[config.mk]
export PLATFORM = sky130hd
export DESIGN_NAME = mem_access_unit
export DESIGN_NICKNAME = d
export VERILOG_FILES = /design/src/rtl/ctrl_encode_def.sv /design/src/rtl/lsu_align.sv /design/src/rtl/mem_access_unit.sv
export SDC_FILE = /design/constraint.sdc
export NUM_CORES = 1
export LEC_CHECK = 0
export CAP_MARGIN = 10
export CORE_ASPECT_RATIO = 0.75
export CORE_MARGIN = 2
export CORE_UTILIZATION = 45
export DETAILED_ROUTE_END_ITERATION = 6
export PLACE_DENSITY = 0.8
export SLEW_MARGIN = 40
export SYNTH_ARGS = -nofsm -noshare
export SYNTH_HDL_FRONTEND = slang
export SYNTH_SLANG_ARGS = --single-unit
[constraint.sdc]
create_clock -name clk -period 2.2 [get_ports clk]
set_input_delay 0.44 -clock clk [delete_from_list [all_inputs] [get_ports clk]]
set_output_delay 0.44 -clock clk [all_outputs]
set_load 0.01 [all_outputs]
[src/rtl/ctrl_encode_def.sv]
// rtl/ctrl_encode_def.sv - shared DMType encodings and load/store FSM state encodings
package ctrl_encode_def;

    localparam logic [2:0] dm_word              = 3'b000;
    localparam logic [2:0] dm_halfword          = 3'b001;
    localparam logic [2:0] dm_halfword_unsigned = 3'b010;
    localparam logic [2:0] dm_byte              = 3'b011;
    localparam logic [2:0] dm_byte_unsigned     = 3'b100;

    typedef enum logic [1:0] {
        ST_IDLE = 2'b00,
        ST_REQ  = 2'b01,
        ST_DONE = 2'b10,
        ST_ERR  = 2'b11
    } state_t;

endpackage

[src/rtl/lsu_align.sv]
// rtl/lsu_align.sv - store lane/byte-enable generation, misalign check, load lane extraction and extension
module lsu_align
    import ctrl_encode_def::*;
(
    input  logic [1:0]  i_st_addr_lo,
    input  logic [2:0]  i_st_type,
    input  logic [31:0] i_st_wdata,
    output logic [3:0]  o_st_be,
    output logic [31:0] o_st_wdata,
    output logic        o_misalign,
    input  logic [1:0]  i_ld_addr_lo,
    input  logic [2:0]  i_ld_type,
    input  logic [31:0] i_ld_word,
    output logic [31:0] o_ld_data
);

    logic [7:0]  w_byte;
    logic [15:0] w_half;

    always_comb begin
        o_st_be    = 4'b1111;
        o_st_wdata = i_st_wdata;
        o_misalign = 1'b0;
        case (i_st_type)
            dm_halfword, dm_halfword_unsigned: begin
                o_st_be    = i_st_addr_lo[1] ? 4'b1100 : 4'b0011;
                o_st_wdata = {2{i_st_wdata[15:0]}};
                o_misalign = i_st_addr_lo[0];
            end
            dm_byte, dm_byte_unsigned: begin
                o_st_be    = 4'b0001 << i_st_addr_lo;
                o_st_wdata = {4{i_st_wdata[7:0]}};
            end
            // Word, and every unused encoding, behaves as a word access
            default: o_misalign = (i_st_addr_lo != 2'b00);
        endcase
    end

    always_comb begin
        w_byte = i_ld_word[7:0];
        case (i_ld_addr_lo)
            2'b01:   w_byte = i_ld_word[15:8];
            2'b10:   w_byte = i_ld_word[23:16];
            2'b11:   w_byte = i_ld_word[31:24];
            default: w_byte = i_ld_word[7:0];
        endcase
        w_half = i_ld_addr_lo[1] ? i_ld_word[31:16] : i_ld_word[15:0];
        case (i_ld_type)
            dm_halfword:          o_ld_data = {{16{w_half[15]}}, w_half};
            dm_halfword_unsigned: o_ld_data = {16'h0000, w_half};
            dm_byte:              o_ld_data = {{24{w_byte[7]}}, w_byte};
            dm_byte_unsigned:     o_ld_data = {24'h000000, w_byte};
            default:              o_ld_data = i_ld_word;
        endcase
    end

endmodule

[src/rtl/mem_access_unit.sv]
// rtl/mem_access_unit.sv - MEM-stage load/store unit: one bus transaction per op, stall, timeout and misalign pulses
module mem_access_unit
    import ctrl_encode_def::*;
#(
    parameter int TIMEOUT_CYC = 255,
    parameter int CNT_W       = 8
) (
    input  logic        clk,
    input  logic        rstn,
    input  logic        op_valid,
    input  logic        mem_we,
    input  logic        mem_re,
    input  logic [2:0]  dm_type,
    input  logic [31:0] addr,
    input  logic [31:0] wdata,
    output logic        stall,
    output logic        done,
    output logic [31:0] rdata,
    output logic        misalign,
    output logic        bus_err,
    output logic        bus_req,
    output logic        bus_we,
    output logic [31:0] bus_addr,
    output logic [3:0]  bus_be,
    output logic [31:0] bus_wdata,
    input  logic        bus_ack,
    input  logic [31:0] bus_rdata
);

    localparam logic [CNT_W-1:0] LP_CNT_LAST = CNT_W'(TIMEOUT_CYC - 1);

    state_t            r_state, w_next;
    logic [31:0]       r_addr, r_wdata, r_rdata;
    logic [3:0]        r_be;
    logic [2:0]        r_type;
    logic              r_we, r_mis;
    logic [CNT_W-1:0]  r_cnt;

    logic              w_start, w_mis;
    logic [3:0]        w_st_be;
    logic [31:0]       w_st_wdata, w_ld_data;

    assign w_start = op_valid & (mem_we | mem_re);

    lsu_align u_align (
        .i_st_addr_lo (addr[1:0]),
        .i_st_type    (dm_type),
        .i_st_wdata   (wdata),
        .o_st_be      (w_st_be),
        .o_st_wdata   (w_st_wdata),
        .o_misalign   (w_mis),
        .i_ld_addr_lo (r_addr[1:0]),
        .i_ld_type    (r_type),
        .i_ld_word    (bus_rdata),
        .o_ld_data    (w_ld_data)
    );

    always_comb begin
        w_next = r_state;
        case (r_state)
            ST_IDLE: if (w_start) w_next = w_mis ? ST_ERR : ST_REQ;
            ST_REQ: begin
                if (bus_ack)                    w_next = ST_DONE;
                else if (r_cnt == LP_CNT_LAST)  w_next = ST_ERR;
            end
            default: w_next = ST_IDLE;
        endcase
    end

    always_ff @(posedge clk or negedge rstn) begin
        if (!rstn) begin
            r_state <= ST_IDLE;
            r_addr  <= '0;
            r_wdata <= '0;
            r_rdata <= '0;
            r_be    <= '0;
            r_type  <= '0;
            r_we    <= 1'b0;
            r_mis   <= 1'b0;
            r_cnt   <= '0;
        end else begin
            r_state <= w_next;
            if (r_state == ST_IDLE && w_start) begin
                r_addr  <= addr;
                r_type  <= dm_type;
                r_we    <= mem_we;
                r_be    <= mem_we ? w_st_be : 4'b1111;
                r_wdata <= mem_we ? w_st_wdata : 32'h0;
                r_mis   <= w_mis;
                r_cnt   <= '0;
            end
            if (r_state == ST_REQ) begin
                r_cnt <= r_cnt + 1'b1;
                if (bus_ack && !r_we) r_rdata <= w_ld_data;
            end
        end
    end

    // ERR is shared by both abort causes; r_mis tells them apart
    assign stall     = ((r_state == ST_IDLE) & w_start) | (r_state == ST_REQ);
    assign done      = (r_state == ST_DONE);
    assign misalign  = (r_state == ST_ERR) & r_mis;
    assign bus_err   = (r_state == ST_ERR) & ~r_mis;
    assign bus_req   = (r_state == ST_REQ);
    assign bus_we    = (r_state == ST_REQ) & r_we;
    assign bus_be    = (r_state == ST_REQ) ? r_be : 4'b0000;
    assign bus_addr  = {r_addr[31:2], 2'b00};
    assign bus_wdata = r_wdata;
    assign rdata     = r_rdata;

endmodule
==> impl_metrics.env, run 1 <==
export IMPL_worst_slew_pin_slew_ns=0.555
export IMPL_synth_top_area_share_pct=48.9
export IMPL_stdcell_count=1030
export IMPL_synth_flop_cell="dfrtp_1"
export IMPL_dpl_hpwl_mm=13.2
export IMPL_synth_async_reset_ratio_pct=100
export IMPL_synth_edf_count=0
export IMPL_startpoint_type="flop"
export IMPL_crit_slowest_cell="dfrtp_1"
export IMPL_hold_buffers=0
export IMPL_synth_top_area_cell="dfrtp_1"
export IMPL_die_h_microns=103
export IMPL_synth_seq_cells=115
export IMPL_reg2reg_to="rdata[11]$_DFFE_PN0P_"
export IMPL_ioPinCount=211
export IMPL_holdWs_ns=0.0205
export IMPL_fmax_ghz=0.476
export IMPL_synthCells=658
export IMPL_area_delta_synth_final_pct=47.2
export IMPL_hold_violations=0
export IMPL_r2r_setup_slack_ns=0.32
export IMPL_cts_buffer_depth=2
export IMPL_fin_skew_ns=0.0130
export IMPL_clockRootBuffer="clkbuf_16"
export IMPL_finalSetupViolations=0
export IMPL_core_rowCount=36
export IMPL_worst_ep_arrival_time_ns=1.66
export IMPL_period_share_pct=95.6
export IMPL_port_buffers=208
export IMPL_vias_per_cell=5.54
export IMPL_vdd_drop_max_v=0.000690
export IMPL_status="complete, no violations"
export IMPL_p_leak_uw=0.00389
export IMPL_required_ns=1.76
export IMPL_clk_latency_ns=0.41
export IMPL_crit_start="r_state[1]$_DFFE_PN0P_"
export IMPL_final_util_pct=67.3
export IMPL_period_minus_slack_ns=2.10
export IMPL_fp_dieW_microns=136
export IMPL_synth_distinct_cells=51
export IMPL_dp_cells=998
export IMPL_path_cells="nand2b_1 > inv_2 > buf_4 > and2_1 > dlygate4sd2_1"
export IMPL_worstSetupEndpointType="output port"
export IMPL_multi_input_area_sq_mm=0.00258
export IMPL_r2r_start="r_addr[1]$_DFFE_PN0P_"
export IMPL_grt_max_degree=57
export IMPL_powerDensity_mw_per_mm2=1390
export IMPL_grt_pass1_vias=5734
export IMPL_critPathMaxFanout=7
export IMPL_yosysWarnings=0
export IMPL_fillers=996
export IMPL_cts_buffers=17
export IMPL_seq_area_frac_synth_pct=48.9
export IMPL_avgSynthCellArea_sq_um=8.95
export IMPL_first_pass_iters=5
export IMPL_synth_area_sq_mm=0.00589
export IMPL_dieArea_sq_mm=0.0140
export IMPL_antenna_found_initial=0
export IMPL_cts_sinks=115
export IMPL_tritoncts="yes"
export IMPL_cpPeakStageDelay_ns=0.42
export IMPL_grt_pass1_wl_mm=29.0
export IMPL_h_tree_depth=4
export IMPL_register_area_sq_mm=0.00288
export IMPL_post_drt_wl_per_cell_microns=17.9
export IMPL_worst_setup_hold_path_clk_slew_ns=0.05
export IMPL_relSlewSlack_pct=63.0
export IMPL_grt_usage_pct=27.1
export IMPL_grt_ovfl_total=0
export IMPL_start_util_pct=45.7
export IMPL_layout_commonest_cell="clkdlybuf4s50_1"
export IMPL_core_area_sq_mm=0.0129
export IMPL_drive_above_1_share_pct=9.78
export IMPL_worstRegToRegCells=4
export IMPL_final_antenna_net_count=0
export IMPL_final_cell_mix="201 x clkdlybuf4s50_1, 183 x nand2_1, 115 x dfrtp_1"
export IMPL_hold_class="input port to async pin"
export IMPL_synth_area_leaders="dfrtp_1 49%, nand2_1 12%, buf_4 4.5%"
export IMPL_routed_wirelength_mm=18.4
export IMPL_nets=954
export IMPL_critPathKind="flop to output port"
export IMPL_drc=0
export IMPL_slew_violations=0
export IMPL_place_congestion=0.882
export IMPL_grt_setup_unrepaired="false"
export IMPL_drt_iter0_drc=335
export IMPL_drv_cap=0
export IMPL_num_vias=5708
export IMPL_n_antenna_cell=0
flip-flops by register name, indices dropped and copies added, names as in the netlist:
register,count
bus_wdata,32
r_addr,32
r_be,4
r_cnt,8
r_mis,1
r_state,2
r_type,3
r_we,1
rdata,32
routing by layer:
metal	share of wire, %	vias up	global-route usage, %
li1	-	2600	-
met1	40	2741	34.5
met2	47	308	42.1
met3	9.1	59	8.41
met4	3.4	0	13.8
met5	0	-	0
cells in the mapped netlist (5+ instances only):
cell type,count
inv_1,8
o21ai_0,46
buf_2,10
nor2_1,49
clkbuf_1,22
mux4_2,8
buf_4,35
and2_1,8
mux2_2,7
mux2i_1,18
a21oi_1,49
o21a_1,5
dfrtp_1,115
nand3_1,13
o221ai_1,8
nand2_1,183
a32oi_1,6
a2bb2oi_1,10
where the power goes:
| part | internal [uW] | total [uW] | leakage (uW) | switching [uW] |
|---|---|---|---|---|
| Combinational | 2850 | 5650 | 0.00219 | 2800 |
| Sequential | 3110 | 3720 | 0.00142 | 615 |
| Clock | 1740 | 2690 | 0.000281 | 957 |
critical path: cells and delay by family (launching register included):
kind / cells / cell delay [ns]
buffers and inverters: 3 / 0.48
flip-flops: 1 / 0.42
AND/OR/NAND/NOR: 2 / 0.35
worst max-delay path by stage:
stage	to	depth (start not counted)
floorplan	rdata[10]$_DFFE_PN0P_	4
global placement	rdata[8]$_DFFE_PN0P_	5
global route	bus_be[2]	5
CTS	stall	5
finish	bus_be[2]	5
detailed placement	rdata[11]$_DFFE_PN0P_	5
logic make-up (layout without fill, tap and decap cells):
group / after synthesis / in the layout / share of synthesized area [%]
and+or+nand+nor: 276 / 276 / 19.5
AOI/OAI and AO/OA: 150 / 150 / 15.8
DFF: 115 / 115 / 48.9
buffers and inverters: 79 / 279 / 7.50
muxes: 33 / 33 / 7.46
adders and majority gates: 2 / 2 / 0.425
xor gates and xnor gates: 2 / 2 / 0.425
other: 1 / 2 / 0.0637
per-stage QoR:
step,area [sq um],setup slack [ns],setup TNS [ns],total power [uW]
4_1_cts,8650,0.00294,0,12100
5_1_grt,8670,0.0202,0,12800
6_report,8670,0.0975,0,12100
2_1_floorplan,5890,0.536,0,6700
3_3_place_gp,8070,-0.0364,-0.202,9130
3_5_place_dp,8070,-0.135,-1.74,9360
cell type report:
cell class / instances / area share [%]
multi-input cells: 465 / 29.8
clock inverters: 10 / 1.24
inverters: 8 / 0.346
flip-flops and latches: 115 / 33.2
repair buffers: 240 / 27.5
well taps: 171 / 2.47
clock buffers: 21 / 5.43
timing repair:
item                                    CTS  global route
buffers inserted                          1             0
gates resized for setup                   5             2
endpoints found under the setup margin    6             2
pin swaps                                 0             1
No activity file was read; power rests on OpenSTA's default activity.
==> run 2, diff against run 1 <==
ABC_CLOCK_PERIOD_IN_PS = 2200   (was unset)
==> results of run 2 <==
Same layout as run 1: the final DEF is identical, and so are final timing and power.
